File: src/rtl/joypad_ctrl_mp.sv
// joypad_ctrl_mp : NES-style joypad controller with 2-flop synchronizers,
// tick-sampled debounce, turbo A/B, opposing d-pad suppression and an
// optional Four Score multitap stream.
//
// Ports
//   i_clk        system clock (only clock in the block)
//   i_rstn       asynchronous active-low reset
//   i_jpd_vec    raw pad buttons, 10 bits per pad, 1 = pressed
//                [9]up [8]down [7]left [6]right [5]b [4]a
//                [3]turbo-b [2]turbo-a [1]select [0]start
//   i_bus_addr   CPU address
//   i_bus_cs     one-cycle access strobe; every cycle it is high is one access
//   i_bus_wn     0 = write, 1 = read
//   i_bus_wdata  write data (bit 0 = strobe at 0x4016)
//   o_jpd_rdata  combinational read data, {7'b0, serial bit}
//
// Bus handshake: there is no ready/stall. A cycle with i_bus_cs=1 is exactly
// one access; a read returns the current serial bit combinationally and the
// addressed port shifts at the end of that cycle.
module joypad_ctrl_mp #(
   parameter int NUM_PADS   = 2,
   parameter int FOUR_SCORE = 0,
   parameter int TURBO_W    = 16,
   parameter int DEB_W      = 4,
   parameter int MASK_OPP   = 1
) (
   input  logic                    i_clk,
   input  logic                    i_rstn,
   input  logic [NUM_PADS*10-1:0]  i_jpd_vec,
   input  logic [15:0]             i_bus_addr,
   input  logic                    i_bus_cs,
   input  logic                    i_bus_wn,
   input  logic [7:0]              i_bus_wdata,
   output logic [7:0]              o_jpd_rdata
);

   localparam int   PW      = NUM_PADS * 10;
   localparam int   SW      = (FOUR_SCORE != 0) ? 24 : 8;
   localparam logic MASK_EN = (MASK_OPP != 0);

   // ---------------------------------------------------------------
   // Synchronizer, debounce and turbo counters
   // ---------------------------------------------------------------
   logic [PW-1:0]      sync1, sync2, samp, deb;
   logic [DEB_W-1:0]   tick_cnt;
   logic [TURBO_W-1:0] turbo_cnt;
   logic               tick;
   logic               phase;
   logic [PW-1:0]      agree;

   // Tick fires on the cycle the counter wraps from all-ones back to 0.
   assign tick  = &tick_cnt;
   assign phase = turbo_cnt[TURBO_W-1];
   // A bit may only move when this tick's sample matches the previous one.
   assign agree = ~(sync2 ^ samp);

   always_ff @(posedge i_clk or negedge i_rstn) begin
      if (!i_rstn) begin
         sync1     <= '0;
         sync2     <= '0;
         samp      <= '0;
         deb       <= '0;
         tick_cnt  <= '0;
         turbo_cnt <= '0;
      end else begin
         sync1     <= i_jpd_vec;
         sync2     <= sync1;
         tick_cnt  <= tick_cnt + DEB_W'(1);
         turbo_cnt <= turbo_cnt + TURBO_W'(1);
         if (tick) begin
            samp <= sync2;
            deb  <= (deb & ~agree) | (sync2 & agree);
         end
      end
   end

   // ---------------------------------------------------------------
   // Per-pad report byte, LSB first: A B Select Start Up Down Left Right.
   // Pads beyond NUM_PADS report 0.
   // ---------------------------------------------------------------
   logic [7:0] pad_byte [4];

   genvar g;
   generate
      for (g = 0; g < 4; g++) begin : g_pad
         if (g < NUM_PADS) begin : g_on
            logic [9:0] raw;
            logic       up, dn, lf, rt, a_eff, b_eff;
            assign raw   = deb[10*g +: 10];
            assign up    = raw[9] & ~(MASK_EN & raw[8]);
            assign dn    = raw[8] & ~(MASK_EN & raw[9]);
            assign lf    = raw[7] & ~(MASK_EN & raw[6]);
            assign rt    = raw[6] & ~(MASK_EN & raw[7]);
            assign a_eff = raw[2] ? phase : raw[4];
            assign b_eff = raw[3] ? phase : raw[5];
            assign pad_byte[g] = {rt, lf, dn, up, raw[0], raw[1], b_eff, a_eff};
         end else begin : g_off
            assign pad_byte[g] = 8'h00;
         end
      end
   endgenerate

   // ---------------------------------------------------------------
   // Reload images for the two serial ports
   // ---------------------------------------------------------------
   logic [SW-1:0] load0, load1;

   generate
      if (FOUR_SCORE != 0) begin : g_fs
         // Signature bytes 0x08 / 0x04 follow the two pads of each port.
         assign load0 = {8'h08, pad_byte[2], pad_byte[0]};
         assign load1 = {8'h04, pad_byte[3], pad_byte[1]};
      end else begin : g_std
         assign load0 = pad_byte[0];
         assign load1 = pad_byte[1];
      end
   endgenerate

   logic unused_sig;
   assign unused_sig = ^{i_bus_wdata[7:1], pad_byte[2], pad_byte[3]};

   // ---------------------------------------------------------------
   // Bus decode, strobe and shift registers
   // ---------------------------------------------------------------
   logic          wr_strobe, rd0, rd1;
   logic          strobe;
   logic [SW-1:0] sr0, sr1;

   assign wr_strobe = i_bus_cs & ~i_bus_wn & (i_bus_addr == 16'h4016);
   assign rd0       = i_bus_cs &  i_bus_wn & (i_bus_addr == 16'h4016);
   assign rd1       = i_bus_cs &  i_bus_wn & (i_bus_addr == 16'h4017);

   always_ff @(posedge i_clk or negedge i_rstn) begin
      if (!i_rstn) begin
         strobe <= 1'b0;
         sr0    <= '0;
         sr1    <= '0;
      end else begin
         if (wr_strobe) begin
            strobe <= i_bus_wdata[0];
         end
         // The registered strobe is still 1 on the 1->0 write edge, so that
         // edge performs the final reload; shifting starts the cycle after.
         if (strobe) begin
            sr0 <= load0;
            sr1 <= load1;
         end else begin
            if (rd0) sr0 <= {1'b1, sr0[SW-1:1]};
            if (rd1) sr1 <= {1'b1, sr1[SW-1:1]};
         end
      end
   end

   always_comb begin
      o_jpd_rdata = 8'h00;
      if (rd0)      o_jpd_rdata = {7'b0, sr0[0]};
      else if (rd1) o_jpd_rdata = {7'b0, sr1[0]};
   end

endmodule

File: config.mk
export PLATFORM = sky130hd
export DESIGN_NAME = joypad_ctrl_mp
export DESIGN_NICKNAME = d
export VERILOG_FILES = /design/src/rtl/joypad_ctrl_mp.sv
export SDC_FILE = /design/constraint.sdc
export NUM_CORES = 1
export LEC_CHECK = 0
export BUFFER_PORTS_ARGS = -buffer_cell sky130_fd_sc_hd__buf_4
export CORE_MARGIN = 1.5
export CORE_UTILIZATION = 35
export CTS_CLUSTER_DIAMETER = 30
export DETAILED_ROUTE_END_ITERATION = 7
export PLACE_DENSITY = 0.6
export SLEW_MARGIN = 20
export SYNTH_ARGS = -nofsm -noshare
export SYNTH_HDL_FRONTEND = slang
export SYNTH_SLANG_ARGS = --single-unit
File: constraint.sdc
create_clock -name i_clk -period 1.85 [get_ports i_clk]
set_clock_uncertainty 0.1 [all_clocks]
set_input_delay 0.0925 -clock i_clk [delete_from_list [all_inputs] [get_ports i_clk]]
set_output_delay 0.0925 -clock i_clk [all_outputs]
set_load 0.01 [all_outputs]
# --- Yosys cells after proc, flatten, opt, wreduce, memory -nomap -nowiden ---
# Index checks and enable logic that the tools add are counted.
op_classes:
  n_reduce_logical: 3
  add_sub_neg: 2
  n_bitwise: 28
  n_eq_ne: 2
  n_mux: 10
ops:
  columns: ["op", "n"]
  rows:
  - ["AND 20 bit", 2]
  - ["2-to-1 mux 8 bit", 5]
  - ["inverter 20 bit", 2]
  - ["== test 16 x 15 -> 1 bit, second input constant", 2]
  - ["OR 20 bit", 1]
  - ["XOR 20 bit", 1]
  - ["adder 16 x 1 -> 16 bit, second input constant", 1]
  - ["AND 1 bit", 13]
  - ["inverter 1 bit", 9]
  - ["2-to-1 mux 1 bit", 5]
  - ["adder 4 x 1 -> 4 bit, second input constant", 1]
  - ["AND reduction 4 bit", 1]
  - ["nonzero test 2 bit", 2]
totals:
  out_inout_bits: 8
  register_bits: 117
  in_bits: 48

# --- Logic depth before layout (Yosys ltp) ---
# Gate-level depths: netlist of run 1.
logic_depth:
  ltp_word: 5
  depth_mapped: 6
  ltp_nobuf: 5

# --- Least setup slack after synthesis of run 1 ---
# Ideal clock, no wire load.
synth_timing:
  path_type: "reg2reg"
  start: "register tick_cnt[0]"
  end: "register with a tool-made name"
  period_less_slack_ns: 1.485
  slack_ns: 0.365
  t_required_ns: 1.621
  stages_incl_launch_ff: 7
  setup_ns: 0.129
  arrival_ns: 1.256
  cell_sequence: "dfrtp_1 > ha_1 > and3_1 > clkbuf_1 > buf_2 > a21oi_1 > o21ai_0"
synth_lines:
  columns: ["element", "line_no", "source"]
  rows:
  - ["start: declaration", "45", "logic [DEB_W-1:0] tick_cnt;"]
  - ["start signal: assignment", "68", "tick_cnt <= tick_cnt + DEB_W'(1);"]

# --- Worst setup path after layout of run 1 ---
layout_timing:
  start: "input i_bus_addr[13]"
  end: "register strobe"
layout_between:
  elab_chain_len: 2
layout_rtl:
  columns: ["element", "line_no", "source"]
  rows:
  - ["start: declaration", "30", "input logic [15:0] i_bus_addr,"]
  - ["== test 16 x 15 -> 1 bit", "129", "assign wr_strobe = i_bus_cs & ~i_bus_wn & (i_bus_addr == 16'h4016);"]
  - ["AND 1 bit", "129", null]
  - ["end signal: assignment", "140", "strobe <= i_bus_wdata[0];"]
  - ["end: declaration", "126", "logic strobe;"]
# Every way passes these cells.
# A chain may end at the register's enable or synchronous reset.

==> results of run 1 <==
-- worst max path at each step --
stage / start / end / cells past startpoint
floorplan: tick_cnt[0] / flop / 6
global placement: i_bus_addr[13] / strobe / 6
detailed placement: i_bus_addr[8] / sr0[1] / 6
CTS: i_bus_addr[13] / strobe / 7
global route: i_bus_addr[13] / strobe / 7
finish: i_bus_addr[13] / strobe / 7
-- layer usage --
metal,share of wire,up-vias
met5,0,-
met4,0.015,0
met3,0.047,14
met2,0.49,69
met1,0.45,1519
li1,-,1482
-- power by group through the flow --
stage | Combinational [mW] | Sequential [mW] | Clock (mW)
floorplan | 0.0848 | 2.73 | 0
global placement | 0.209 | 2.74 | 0
detailed placement | 0.218 | 2.74 | 0
CTS | 0.256 | 2.70 | 3.63
global route | 0.284 | 2.71 | 3.75
finish | 0.248 | 2.70 | 3.56
-- metrics by stage --
stage	cell area, um^2	cells	total power [mW]	hold WS (ns)
global route	5910	646	6.74	0.128
detailed placement	5030	591	2.96	-0.0135
floorplan	4560	393	2.81	-0.303
CTS	5910	646	6.59	0.0934
global placement	5030	591	2.95	-0.0215
finish	5910	646	6.51	0.0849
-- cells in the final DEF (no fill, tap or decap), types with 4 or more instances in the layout --
| master | count |
|---|---|
| nand2_1 | 25 |
| a22oi_1 | 10 |
| conb_1 | 7 |
| nor2b_1 | 6 |
| clkbuf_16 | 17 |
| a21oi_1 | 24 |
| dlygate4sd3_1 | 23 |
| xnor2_1 | 12 |
| nand3_1 | 11 |
| o21ai_0 | 76 |
| nor2_1 | 4 |
| inv_1 | 23 |
| dfrtp_1 | 117 |
| buf_4 | 49 |
| xor2_1 | 4 |
| a41oi_1 | 11 |
| bufinv_16 | 5 |
| mux2i_1 | 4 |
| nand2b_1 | 6 |
-- final cells by class --
| cell class | count | area [um^2] |
|---|---|---|
| fillers | 1145 | 6710 |
| clock inverters | 9 | 173 |
| repair buffers | 75 | 658 |
| inverters | 23 | 86.3 |
| multi-input cells | 227 | 1380 |
| clock buffers | 23 | 478 |
| well taps | 172 | 215 |
| flip-flops and latches | 117 | 2930 |
-- cells by family after synthesis --
group / after synthesis
compound gates: 126
xor+xnor: 16
fa+ha+maj: 2
buf+inv: 49
flops: 117
mux: 6
other cells: 1
simple gates: 70
-- what timing repair did --
item | in CTS | in global routing
resized for setup | 0 | 0
hold buffers | 23 | 0
endpoints found under the setup margin | 0 | 0
hold endpoints to repair | 138 | 0
-- critical path, delay by kind of cell --
kind                   cells  cell delay, ns
multiplexers               1            0.27
AND/OR/NAND/NOR            3            0.58
buffers and inverters      3            0.90
==> out/qor.yml, run 1 <==
yosys:
  synthDistinctLibCells: 34
  synth_most_common_cell: "dfrtp_1"
  synth_edf_count: 0
  yosys_warnings: 0
  synth_common_cells: "dfrtp_1 (117), o21ai_0 (76), nand2_1 (25)"
  avgSynthCellArea_um2: 11.7
  netlist_area_um2: 4540
  muxShareOfSynthArea: 0.0138
  async_flop_share: 1.00
  synth_fa_ha_area_frac: 0.00551
  synthCells: 387
  synth_top_family_by_area: "compound AO/OA/AOI/OAI gates"
  synth_area_leader_cell: "dfrtp_1"
  synth_flop_cell: "dfrtp_1"
  yosys.area_share.xor_xnor: 0.0309
  seq_area_frac_synth: 0.645
  synth_area_leaders: "dfrtp_1 (64%), o21ai_0 (8.4%), a21oi_1 (2.6%)"
  synth_compound_area_frac: 0.161
  synth_seq_cells: 117
  post-synth-top-area-fraction: 0.645
  synth-simple-area-share: 0.0854
sta:
  setup_violations: 0
  timing.final.ws_setup_ns: 0.181
  period_needed_ns: 1.67
  tns_ns: 0
  final_max_slew_viol_count: 0
  max_freq_ghz: 0.599
  hold_violations: 0
  rsz0062_at_grt: "no"
  min_period_over_period: 0.902
floorplan:
  die_area_um2: 13700
  die_h_um: 117
  start_util: 0.360
  num_io_pins: 56
  core.rowCount: 41
  coreArea_um2: 12600
  die_w_um: 117
worst_setup_path:
  startpoint_type: "input port"
  crit_fanout: 18
  rr_startpoint: "tick_cnt[0]"
  reg2regPathDepth: 5
  critical_path_class: "input port to flop"
  cp_common_cell: "buf_4"
  cp.required_ns: 2.03
  slowest_stage: "dlygate4sd3_1"
  max_stage_delay_ns: 0.55
  ff2ff_setup_slack_ns: 0.32
  cp_cell_sequence: "buf_4 > and4bb_1 > and4_1 > buf_4 > nand3_1 > mux2_2 > dlygate4sd3_1"
  arrival_ns: 1.85
  end_kind: "flop"
global_routing:
  antenna_found_initial: 0
  grt_pass1_vias: 3175
  gr-usage-met1: 0.162
  track_usage: 0.134
  grt_start_max_net_pins: 53
  busiest_layer: "met2"
  overflow: 0
  use_met3: 0.0407
  grt_pass1_wl_um: 14100
  grt_util_met2: 0.224
drt:
  dr.pass1.iters: 4
  drt-total-wl_um: 8070
  vias_per_cell: 4.77
  vias: 3084
  drt_iter0_markers: 142
  avgRoutedWirePerCell_um: 12.5
  drc_errors: 0
  ant_nets: 0
worst_hold_path:
  hold_path_class: "input port to async pin"
placement:
  place_ws_ns: 0.312
  place_hpwl_um: 5250
  gp_congestion: 0.746
  io_buffers: 41
clock_tree:
  cts_setup_buffers: 0
  path_clk_slew_ns: 0.05
  cts-root-buf: "clkbuf_16"
  cts_buffers: 17
  cts_tree: "yes"
  clk_latency_ns: 0.40
  clockBufferDepth: 2
  cts-htree-levels: 4
  cts_num_sinks: 117
status:
  status: "complete, no violations"
power:
  switching_share: 0.191
  seqPwrFrac: 0.415
  leakage_nw: 2.61
  p_int_mw: 5.27
  worst_ir_drop_vdd_uv: 528
  power.share.clock: 0.547
  p_sw_mw: 1.24
  power_frac_comb: 0.038
  powerDensity_nw_per_um2: 1100
job:
  cap_violations: 0
cells_and_area:
  nNetsFinal: 511
  final_layout_size_suffix_gt1_frac: 0.186
  syn_to_final_growth_pct: 30.2
  diodes: 0
  fin_util: 0.469
Note: power is estimated with default switching activity, not from simulation.
==> run 2, diff against run 1 <==
RECOVER_POWER = 50   (was not set)
==> out/qor.yml, run 2 (synthesis gave the netlist of run 1 again) <==
status:
  status: "complete, no violations"
clock_tree:
  path_clk_slew_ns: 0.05
  clockBufferDepth: 2
  hold_buffers: 23
  cts-htree-levels: 4
  ctsResizeCount: 0
  cts-root-buf: "clkbuf_16"
  clk_latency_ns: 0.40
  cts_buffers: 17
  cts_num_sinks: 117
  cts_setup_buffers: 0
  cts_tree: "yes"
worst_setup_path:
  slowest_stage: "dlygate4sd3_1"
  arrival_ns: 1.85
  end_kind: "flop"
  cp_cell_sequence: "buf_4 > and4bb_1 > and4_1 > buf_4 > nand3_1 > mux2_2 > dlygate4sd3_1"
  cp.required_ns: 2.03
  critPathTopFamily: "buffers and inverters"
  crit_fanout: 18
  rr_startpoint: "tick_cnt[0]"
  ff2ff_setup_slack_ns: 0.32
  cp_common_cell: "buf_4"
  max_stage_delay_ns: 0.56
  path_buf_inv: 3
  critical_path_class: "input port to flop"
  startpoint_type: "input port"
  reg2regPathDepth: 5
global_routing:
  grt_pass1_vias: 3175
  grt_start_max_net_pins: 53
  track_usage: 0.134
  overflow: 0
  grt_pass1_wl_um: 14100
  antenna_found_initial: 0
floorplan:
  start_util: 0.360
  num_io_pins: 56
  die_area_um2: 13700
  core.rowCount: 41
  die_w_um: 117
  coreArea_um2: 12600
  die_h_um: 117
sta:
  max_freq_ghz: 0.599
  hold_violations: 0
  tightest_slew_ns: 0.880
  timing.final.ws_setup_ns: 0.181
  rsz0062_at_grt: "no"
  final_max_slew_viol_count: 0
  whs_ns: 0.179
  slew-limit-headroom: 0.413
  tns_ns: 0
  setup_violations: 0
  period_needed_ns: 1.67
  min_period_over_period: 0.902
placement:
  io_buffers: 41
  place_ws_ns: 0.312
  gp_congestion: 0.746
  place_hpwl_um: 5250
cells_and_area:
  diodes: 0
  final_common_cell: "dfrtp_1"
  final_layout_size_suffix_gt1_frac: 0.184
  nNetsFinal: 511
  fin_util: 0.467
  multi_input_area_um2: 1380
  syn_to_final_growth_pct: 29.8
  regArea_um2: 2930
  fillCellCount: 1147
  final_cell_mix: "dfrtp_1 (117), o21ai_0 (76), buf_4 (28), nand2_1 (25), a21oi_1 (24)"
drt:
  ant_nets: 0
  drc_errors: 0
  drt_iter0_markers: 142
  dr.pass1.iters: 4
  vias: 3081
  avgRoutedWirePerCell_um: 12.5
  drt-total-wl_um: 8050
  vias_per_cell: 4.77
job:
  cap_violations: 0
worst_hold_path:
  min_to: "sr0[7]"
  min_path_cells: 5
  hold_start: "i_bus_addr[0]"
  hold_path_class: "input port to flop"
power:
  leakage_nw: 2.60
  powerDensity_nw_per_um2: 1100
  worst_ir_drop_vdd_uv: 526
==> run 2: cell types whose count changed in the layout (fill, tap and decap cells not counted) <==
cell / delta
clkbuf_1: +1
buf_4: -21
clkbuf_4: +20
clkbuf_2: +1
buf_12: -1
==> run 2: per-layer routing <==
metal	part of all wire	GRT usage	vias up
met1	0.46	0.162	1528
met3	0.044	0.0407	14
met5	0	0	-
li1	-	-	1481
met4	0.015	0.0586	0
met2	0.49	0.224	58
==> run 2: cell type report <==
type                       count  area share
clock buffer                  23      0.0811
clock inverter                 9      0.0293
inverter                      23      0.0146
multi-input combinational    227       0.233
sequential                   117       0.497
tap                          172      0.0365
timing repair buffer          75       0.108
==> run 2: how the worst max path moves through the flow <==
stage | from | to | slack [ns] | cells after the start
2_1_floorplan | tick_cnt[0] | flop | 0.36 | 6
3_3_place_gp | i_bus_addr[13] | strobe | 0.34 | 6
3_5_place_dp | i_bus_addr[8] | sr0[1] | 0.31 | 6
4_1_cts | i_bus_addr[13] | strobe | 0.21 | 7
5_1_grt | i_bus_addr[13] | strobe | 0.1 | 7
6_report | i_bus_addr[13] | strobe | 0.18 | 7
==> run 2: stage by stage <==
| stage | cells | power [mW] | instance area [um^2] |
|---|---|---|---|
| 5_1_grt | 646 | 6.73 | 5890 |
| 3_3_place_gp | 591 | 2.95 | 5030 |
| 6_report | 646 | 6.51 | 5890 |
| 2_1_floorplan | 393 | 2.81 | 4560 |
| 3_5_place_dp | 591 | 2.96 | 5030 |
| 4_1_cts | 646 | 6.59 | 5910 |
==> run 2: worst min-delay path, stage by stage <==
cell and delay, ns:
buf_4 0.10, nor2b_1 0.05, buf_4 0.16, a31oi_1 0.15, o21ai_0 0.07
==> run 2: where the power goes <==
group / internal, mW / total [mW] / switching [mW]
Sequential: 2.65 / 2.70 / 0.0474
Clock: 2.49 / 3.57 / 1.08
Combinational: 0.122 / 0.240 / 0.119
Total: 5.26 / 6.51 / 1.24
